$ cat src/rtl/noc_pkg.sv
// Shared NoC types: flit width, head-flit layout and arbiter state encoding.
package noc_pkg;

  localparam int FLIT_W = 16;

  typedef struct packed {
    logic [7:0] len;
    logic [7:0] addr;
  } flit_head_t;

  typedef enum logic {
    IDLE   = 1'b0,
    LOCKED = 1'b1
  } arb_state_e;

  // Packet length in flits (head included) carried by a head flit.
  function automatic logic [7:0] head_len(input logic [15:0] flit);
    flit_head_t h;
    h = flit;
    return h.len;
  endfunction

endpackage

$ cat src/rtl/output_port_arbiter_rr_pick.sv
// Round-robin picker: first requester at or above ptr, wrapping upward.
module rr_pick #(
  parameter int NUM_IN = 3,
  parameter int PW     = $clog2(NUM_IN)
) (
  input  logic [NUM_IN-1:0] req,
  input  logic [PW-1:0]     ptr,
  output logic [NUM_IN-1:0] gnt,
  output logic              found,
  output logic [PW-1:0]     idx
);

  always_comb begin
    gnt   = '0;
    found = 1'b0;
    idx   = '0;
    for (int k = 0; k < NUM_IN; k++) begin
      if (!found && req[(int'(ptr) + k) % NUM_IN]) begin
        found = 1'b1;
        idx   = PW'((int'(ptr) + k) % NUM_IN);
      end
    end
    if (found) gnt[idx] = 1'b1;
  end

endmodule

$ cat src/rtl/output_port_arbiter.sv
// Per-output-port wormhole switch: grants one input round-robin and holds
// the port until the packet length announced by its head flit has passed.
import noc_pkg::*;

module output_port_arbiter #(
  parameter int NUM_IN = 3,
  parameter int FLIT_W = noc_pkg::FLIT_W
) (
  input  logic                     clk,
  input  logic                     rst,
  input  logic [NUM_IN-1:0]        in_valid,
  input  logic [NUM_IN*FLIT_W-1:0] in_data,
  input  logic [NUM_IN-1:0]        in_route,
  output logic [NUM_IN-1:0]        in_pop,
  input  logic                     out_full,
  output logic                     out_valid,
  output logic [FLIT_W-1:0]        out_data,
  output logic [NUM_IN-1:0]        grant,
  output logic                     busy
);

  localparam int PW = $clog2(NUM_IN);

  arb_state_e        r_state, w_state_next;
  logic [PW-1:0]     r_owner, w_owner_next;
  logic [PW-1:0]     r_rr_ptr, w_rr_ptr_next;
  logic [7:0]        r_remaining, w_remaining_next;

  logic [NUM_IN-1:0] w_req, w_pick_gnt, w_owner_oh, w_sel_oh;
  logic [PW-1:0]     w_pick_idx, w_sel_idx;
  logic              w_pick_found, w_locked, w_sel_valid, w_xfer;
  logic [FLIT_W-1:0] w_sel_data;

  function automatic logic [PW-1:0] next_idx(input logic [PW-1:0] i);
    return (int'(i) == NUM_IN - 1) ? '0 : i + 1'b1;
  endfunction

  assign w_req = in_valid & in_route;

  rr_pick #(.NUM_IN(NUM_IN), .PW(PW)) u_rr_pick (
    .req   (w_req),
    .ptr   (r_rr_ptr),
    .gnt   (w_pick_gnt),
    .found (w_pick_found),
    .idx   (w_pick_idx)
  );

  // Routing is only consulted while idle; a locked port follows its owner.
  assign w_locked    = (r_state == LOCKED);
  assign w_owner_oh  = NUM_IN'(1) << r_owner;
  assign w_sel_idx   = w_locked ? r_owner : w_pick_idx;
  assign w_sel_oh    = w_locked ? w_owner_oh : w_pick_gnt;
  assign w_sel_valid = w_locked ? in_valid[r_owner] : w_pick_found;
  assign w_sel_data  = in_data[w_sel_idx*FLIT_W +: FLIT_W];
  assign w_xfer      = rst & w_sel_valid & ~out_full;

  assign out_valid = w_xfer;
  assign in_pop    = w_xfer ? w_sel_oh : '0;
  assign grant     = rst ? w_sel_oh : '0;
  assign out_data  = rst ? w_sel_data : '0;
  assign busy      = rst & w_locked;

  always_comb begin
    w_state_next     = r_state;
    w_owner_next     = r_owner;
    w_remaining_next = r_remaining;
    w_rr_ptr_next    = r_rr_ptr;
    if (w_xfer) begin
      if (!w_locked) begin
        if (head_len(w_sel_data[15:0]) <= 8'd1) begin
          w_rr_ptr_next = next_idx(w_pick_idx);
        end else begin
          w_state_next     = LOCKED;
          w_owner_next     = w_pick_idx;
          w_remaining_next = head_len(w_sel_data[15:0]) - 8'd1;
        end
      end else begin
        w_remaining_next = r_remaining - 8'd1;
        if (r_remaining == 8'd1) begin
          w_state_next  = IDLE;
          w_rr_ptr_next = next_idx(r_owner);
        end
      end
    end
  end

  always_ff @(posedge clk or negedge rst) begin
    if (!rst) begin
      r_state     <= IDLE;
      r_owner     <= '0;
      r_remaining <= '0;
      r_rr_ptr    <= '0;
    end else begin
      r_state     <= w_state_next;
      r_owner     <= w_owner_next;
      r_remaining <= w_remaining_next;
      r_rr_ptr    <= w_rr_ptr_next;
    end
  end

endmodule

$ cat config.mk
export PLATFORM = sky130hd
export DESIGN_NAME = output_port_arbiter
export DESIGN_NICKNAME = d
export VERILOG_FILES = /design/src/rtl/noc_pkg.sv /design/src/rtl/output_port_arbiter_rr_pick.sv /design/src/rtl/output_port_arbiter.sv
export SDC_FILE = /design/constraint.sdc
export NUM_CORES = 1
export LEC_CHECK = 0
export ABC_AREA = 1
export BUFFER_PORTS_ARGS = -buffer_cell sky130_fd_sc_hd__buf_2
export CAP_MARGIN = 20
export CORE_MARGIN = 4
export CORE_UTILIZATION = 29
export CTS_CLUSTER_DIAMETER = 120
export DETAILED_ROUTE_END_ITERATION = 8
export MAX_ROUTING_LAYER = met4
export PLACE_DENSITY = 0.62
export SLEW_MARGIN = 10
export SYNTH_ARGS = -nofsm -noshare
export SYNTH_HDL_FRONTEND = slang
export SYNTH_SLANG_ARGS = --single-unit
export TNS_END_PERCENT = 1
$ cat constraint.sdc
create_clock -name clk -period 2.8 [get_ports clk]
set_clock_uncertainty 0.05 [all_clocks]
set_input_delay 0.28 -clock clk [delete_from_list [all_inputs] [get_ports clk]]
set_output_delay 0.28 -clock clk [all_outputs]
set_load 0.02 [all_outputs]
Word level (Yosys, flattened, before mapping)
Cells that the tools add are included.
Word-level totals
  bits in registers: 13
  output and inout port bits: 24
  input bits: 57
Cells by class
  shift operators: 2
  $lt $le $gt $ge: 7
  reduce and logical (&&, ||, !) cells: 9
  mux-type cells: 36
  bitwise gates (word level): 7
  equal/unequal tests: 5
  divide/modulo/power cells: 3
  $add $sub $neg: 6
Operators with widths (number)
  < comparator 32 x 4 -> 1 bit (second input constant): 3
  remainder unit 32 x 3 -> 32 bit (second input constant): 2
  variable part select 48 x 7 -> 16 bit: 1
  remainder unit 3 x 3 -> 32 bit (second input constant): 1
  two-way mux 2 bit: 9
  two-way mux 16 bit: 1
  two-way mux 8 bit: 2
  subtractor 8 x 1 -> 8 bit (second input constant): 2
  two-way mux 1 bit: 15
  two-way mux 3 bit: 4
  binary-select mux 1 bit (select 2 bit): 4
  == test 8 x 1 -> 1 bit (second input constant): 1
  less-or-equal comparator 8 x 1 -> 1 bit (second input constant): 1
  < comparator 2 x 3 -> 1 bit (second input constant): 2
  AND reduction 3 bit: 2
  adder 2 x 1 -> 2 bit (second input constant): 2
  == test 2 bit (second input constant): 2
  adder 2 x 1 -> 3 bit (second input constant): 1
  adder 2 x 2 -> 3 bit (second input constant): 1
  bitwise AND 1 bit: 3
  bitwise AND 3 bit: 1
  logical AND 1 bit: 3
  inverter 1 bit: 3
  left shift 1 x 2 -> 3 bit (first input constant): 1
  7 further kinds: 8

Logic depth before layout (Yosys ltp)
  word-level depth: 18
  mapped depth: 24
  depth with buffers taken out: 23

By module
A second synthesis with hierarchy kept.
Unflattened totals
  cells, all modules: 354
  area, all modules: 2128.3 um^2
Modules (own cells, without submodules)
  output_port_arbiter: cells an instance 300, seq. area each 325.3 um^2, times used 1, area each 1826.8 um^2
  rr_pick: cells an instance 54, seq. area each 0.0 um^2, times used 1, area each 301.5 um^2

Worst setup path after synthesis
OpenSTA, ideal clock, no wires.
  path kind: flip-flop to flip-flop
  start: register r_rr_ptr[0]
  end: register r_remaining[5]
  path buffers: 1
  arrival time: 2.503 ns
  cell stages (with the launch flop): 23
  path slack: 0.130 ns
  clock period less this slack: 2.670 ns
  data required time: 2.634 ns
  setup time: 0.116 ns
  cells stage by stage: dfrtp_1 > inv_1 > ha_1 > inv_1 > nand2_1 > nand3_1 > nand2_1 > inv_1 > nand4_1 > nand3_2 > nand2_2 > buf_6 > inv_2 > nand2_1 > nand2_1 > ha_1 > nand2_1 > o21ai_2 > nand3_2 > nand2_4 > inv_4 > nand2_1 > nand2_1
On the way
  longest elaborated chain between the ends: 16
Ends and longest elaborated chain
  start, declared: line output_port_arbiter.sv:26  | logic [PW-1:0] r_rr_ptr, w_rr_ptr_next;
  start signal, assigned: line output_port_arbiter.sv:97  | r_rr_ptr <= w_rr_ptr_next;
  branches (longest 16 deep; another with remainder unit 32 x 3 -> 32 bit)
  end signal, assigned: line output_port_arbiter.sv:96  | r_remaining <= w_remaining_next;
  end, declared: line output_port_arbiter.sv:27  | logic [7:0] r_remaining, w_remaining_next;
Several ways; the timed one is not identified. The select of a mux whose other input is x is not followed.
A chain may end at the register's enable or synchronous reset.

Worst setup path after layout
  start: register r_rr_ptr[0]
  end: output out_data[10]
On the way
  longest elaborated chain between the ends: 14
Ends and longest elaborated chain
  branches (longest 10 deep; another with remainder unit 32 x 3 -> 32 bit)
  two-way mux 2 bit *: line output_port_arbiter_rr_pick.sv:18  | if (!found && req[(int'(ptr) + k) % NUM_IN]) begin
  two-way mux 2 bit *: line output_port_arbiter.sv:51  | assign w_sel_idx = w_locked ? r_owner : w_pick_idx;
  variable part select 48 x 7 -> 16 bit *: line output_port_arbiter.sv:54  | assign w_sel_data = in_data[w_sel_idx*FLIT_W +: FLIT_W];
  two-way mux 16 bit *: line output_port_arbiter.sv:60  | assign out_data = rst ? w_sel_data : '0;
  end, declared: line output_port_arbiter.sv:17  | output logic [FLIT_W-1:0] out_data,
Every way passes the cells marked *. The select of a mux whose other input is x is not followed.

==> run_results.csv <==
group,metric,value,unit
synth,synth-seq-cells,13,
global_routing,grt_pass1_wl,11000,um
clock_network,clkTransAtPathRegs,0.05,ns
worst_setup_path,crit_end,"out_data[10]",
synth,synth.area.top_cells,"nand2_1 (19%), dfrtp_1 (16%), nand3_1 (8.8%)",
clock_network,clock_sinks,13,
worst_hold_path,hp-class,"reg2reg",
routing,wirelength,7090,um
synth,synth_nets,421,
global_routing,grt_max_degree,20,
sta,fin_crit,2.79,ns
routing,avgViaCountPerCell,4.72,
clock_network,htreeDepth,1,
global_routing,grt_pass1_vias,2467,
finish,regArea,327,um2
worst_setup_path,critPathLaunchType,"flip-flop",
job,drv_cap,0,
place,io_buffers,80,
routing,drtIter0Drc,190,
floorplanning,row_count,30,
sta,timing.final.crit_share,99.8,%
synth,synth_cells,358,
synth,synth_edf_count,0,
sta,grt_setup_unrepaired,"yes",
worst_setup_path,critPathLaunch,"r_rr_ptr[0]",
synth,yosys.area.top_type,"nand2_1",
floorplanning,core_area,6830,um2
worst_setup_path,r2r_end,"r_remaining[3]",
power,vdd_drop_max,377,uV
routing,drc_errors,0,
power,p_leak,0.00170,uW
synth,synth_cell_types,34,
synth,yosysSeqAreaShare,15.9,%
clock_network,cts_tree,"yes",
finish,final_layout_size_suffix_gt1_share,47.2,%
routing,final_antenna_net_count,0,
global_routing,grt_use_total,16.0,%
finish,diodes,0,
synth,synth.most_common_cell,"nand2_1",
finish,fillCellCount,694,
clock_network,insertion_delay,0.24,ns
finish,stdcell_count,568,
worst_setup_path,path_max_fanout,5,
worst_setup_path,cp.arrival,2.46,ns
sta,setup_viol,0,
clock_network,cts_buffers,3,
worst_setup_path,worst_ep_required_time,2.47,ns
worst_setup_path,r2r_slack,0.02,ns
power,finalPower,4200,uW
synth,synth_warnings,0,
sta,tightestPinTransition,0.418,ns
worst_setup_path,criticalPathCategory,"reg2out",
worst_setup_path,r2r_cells,22,
worst_setup_path,rr_startpoint,"r_rr_ptr[0]",
place,dp_hpwl,5420,um
sta,hold_viol_final,0,
synth,async_reset_ff_share,100,%
sta,max_slew_margin,71.9,%
finish,multiInputGateArea,1800,um2
power,power.density,1270,nW/um2
finish,syn_to_final_growth,60.9,%
outcome,run_status,"finished clean",
synth,syn_avg_cell_area,5.72,um2
finish,final_nets,536,
synth,yosys-top-cells-count,"nand2_1 (104), inv_1 (44), nor2_1 (42)",
global_routing,grt_overflow_total,0,
floorplanning,die_area,8470,um2
clock_network,clockBufferDepth,2,
synth,yosysTopAreaCellShare,19.1,%
clock_network,root_buffer,"clkbuf_8",
sta,whs,0.446,ns
global_routing,antenna_found_initial,0,
sta,fmax,358,MHz
synth,synth_ff_type,"dfrtp_1",
place,place_congestion,0.832,
worst_setup_path,critPathCaptureType,"output pin",
floorplanning,die_h,92.0,um
synth,synthesis.area,2050,um2
floorplanning,ioPinCount,81,
routing,firstDrtPassIters,4,
sta,finalMaxSlewViolations,0,
routing,via_count,2681,
floorplanning,initial_core_util,30.0,%
floorplanning,fp.dieW,92.0,um
place,dpl.cell_count,548,
routing,wl_per_cell,12.5,um
-- sequential cells by signal, indices dropped and copies added (netlist names) --
register,count
r_remaining,8
r_rr_ptr,2
r_state,1
r_owner,2
-- per-layer routing --
metal  global-route usage [%]  routed length, um
met4                     4.08                117
met3                     2.05                447
met2                     27.3               3510
met5                        -                  0
met1                     20.0               3010
-- how the worst min path moves through the flow --
stage	start	endpoint	slack (ns)	cells past startpoint
final	r_remaining[1]	r_remaining[1]	0.45	2
after global routing	r_remaining[1]	r_remaining[1]	0.48	2
after CTS	r_remaining[1]	r_remaining[1]	0.45	2
after detailed placement	rst	r_remaining[5]	0.24	2
after global placement	rst	r_remaining[5]	0.23	2
after floorplan	rst	r_owner[0]	-0.07	0
-- repair_timing --
item,4_1_cts,5_1_grt
setup buffers,9,6
hold buffers,1,0
pin swaps,10,40
endpoints found under the hold margin,13,0
endpoints found under the setup margin,29,34
gates cloned,1,0
gates resized for setup,33,100
-- kinds of logic after synthesis --
kind of cell / count (synthesis) / share of synthesized area, %
AND/OR/NAND/NOR: 228 / 52.3
buffers and inverters: 60 / 12.6
AO/OA/AOI/OAI: 51 / 15.5
flip-flops: 13 / 15.9
adder cells (fa/ha/maj): 6 / 3.67
-- cells in the final DEF, fill, tap and decap left out, types with 8 or more instances in the layout --
| master | synthesis | layout |
|---|---|---|
| nor2_4 | 1 | 8 |
| o21ai_1 | 3 | 8 |
| buf_6 | 3 | 16 |
| inv_2 | 5 | 10 |
| nor2_1 | 42 | 29 |
| nand2_1 | 104 | 85 |
| nor2_2 | 4 | 10 |
| inv_1 | 44 | 36 |
| buf_4 | 1 | 37 |
| dfrtp_1 | 13 | 12 |
| nand2_2 | 11 | 20 |
| nand3_2 | 7 | 11 |
| buf_2 | 1 | 64 |
| o21ai_0 | 15 | 10 |
| a21oi_1 | 16 | 13 |
| o211ai_1 | 8 | 8 |
| nand3_1 | 36 | 30 |
| nand2_4 | 3 | 12 |
-- report_power, final --
part | internal, uW | total, uW | switching [uW]
clock | 100 | 163 | 62.5
combinational | 1560 | 3670 | 2110
sequential | 273 | 367 | 94.6
-- through the flow --
step | setup TNS, ns | utilization (%) | worst slack [ns] | cell area (um2)
2_1_floorplan | 0 | - | 0.130 | 2050
3_3_place_gp | -0.00680 | 39.2 | -0.00680 | 2680
3_5_place_dp | -0.599 | 39.2 | -0.0686 | 2680
4_1_cts | -0.201 | 42.6 | -0.0299 | 2910
5_1_grt | -3.33 | 48.2 | -0.156 | 3290
6_report | 0 | 48.2 | 0.00674 | 3290
-- worst max-delay path, cell delays in order (launching register included) --
cell      delay [ns]
dfrtp_2         0.41
inv_2           0.07
ha_4            0.30
inv_4           0.04
nand2_2         0.06
nand3_2         0.06
nand2_2         0.08
inv_2           0.05
nand4_1         0.16
nand3_4         0.14
buf_6           0.16
nand2_8         0.08
clkinv_8        0.08
nand2_4         0.06
inv_2           0.04
nor2_4          0.13
buf_6           0.13
nor2_4          0.03
buf_6           0.14
-- area by class of cell --
type	count	area share (%)
multi-input combinational	286	54.6
timing repair buffer	118	23.9
sequential	13	9.91
inverter	51	6.57
tap	96	3.65
clock buffer	4	1.37
No activity file was read; power rests on OpenSTA's default activity.
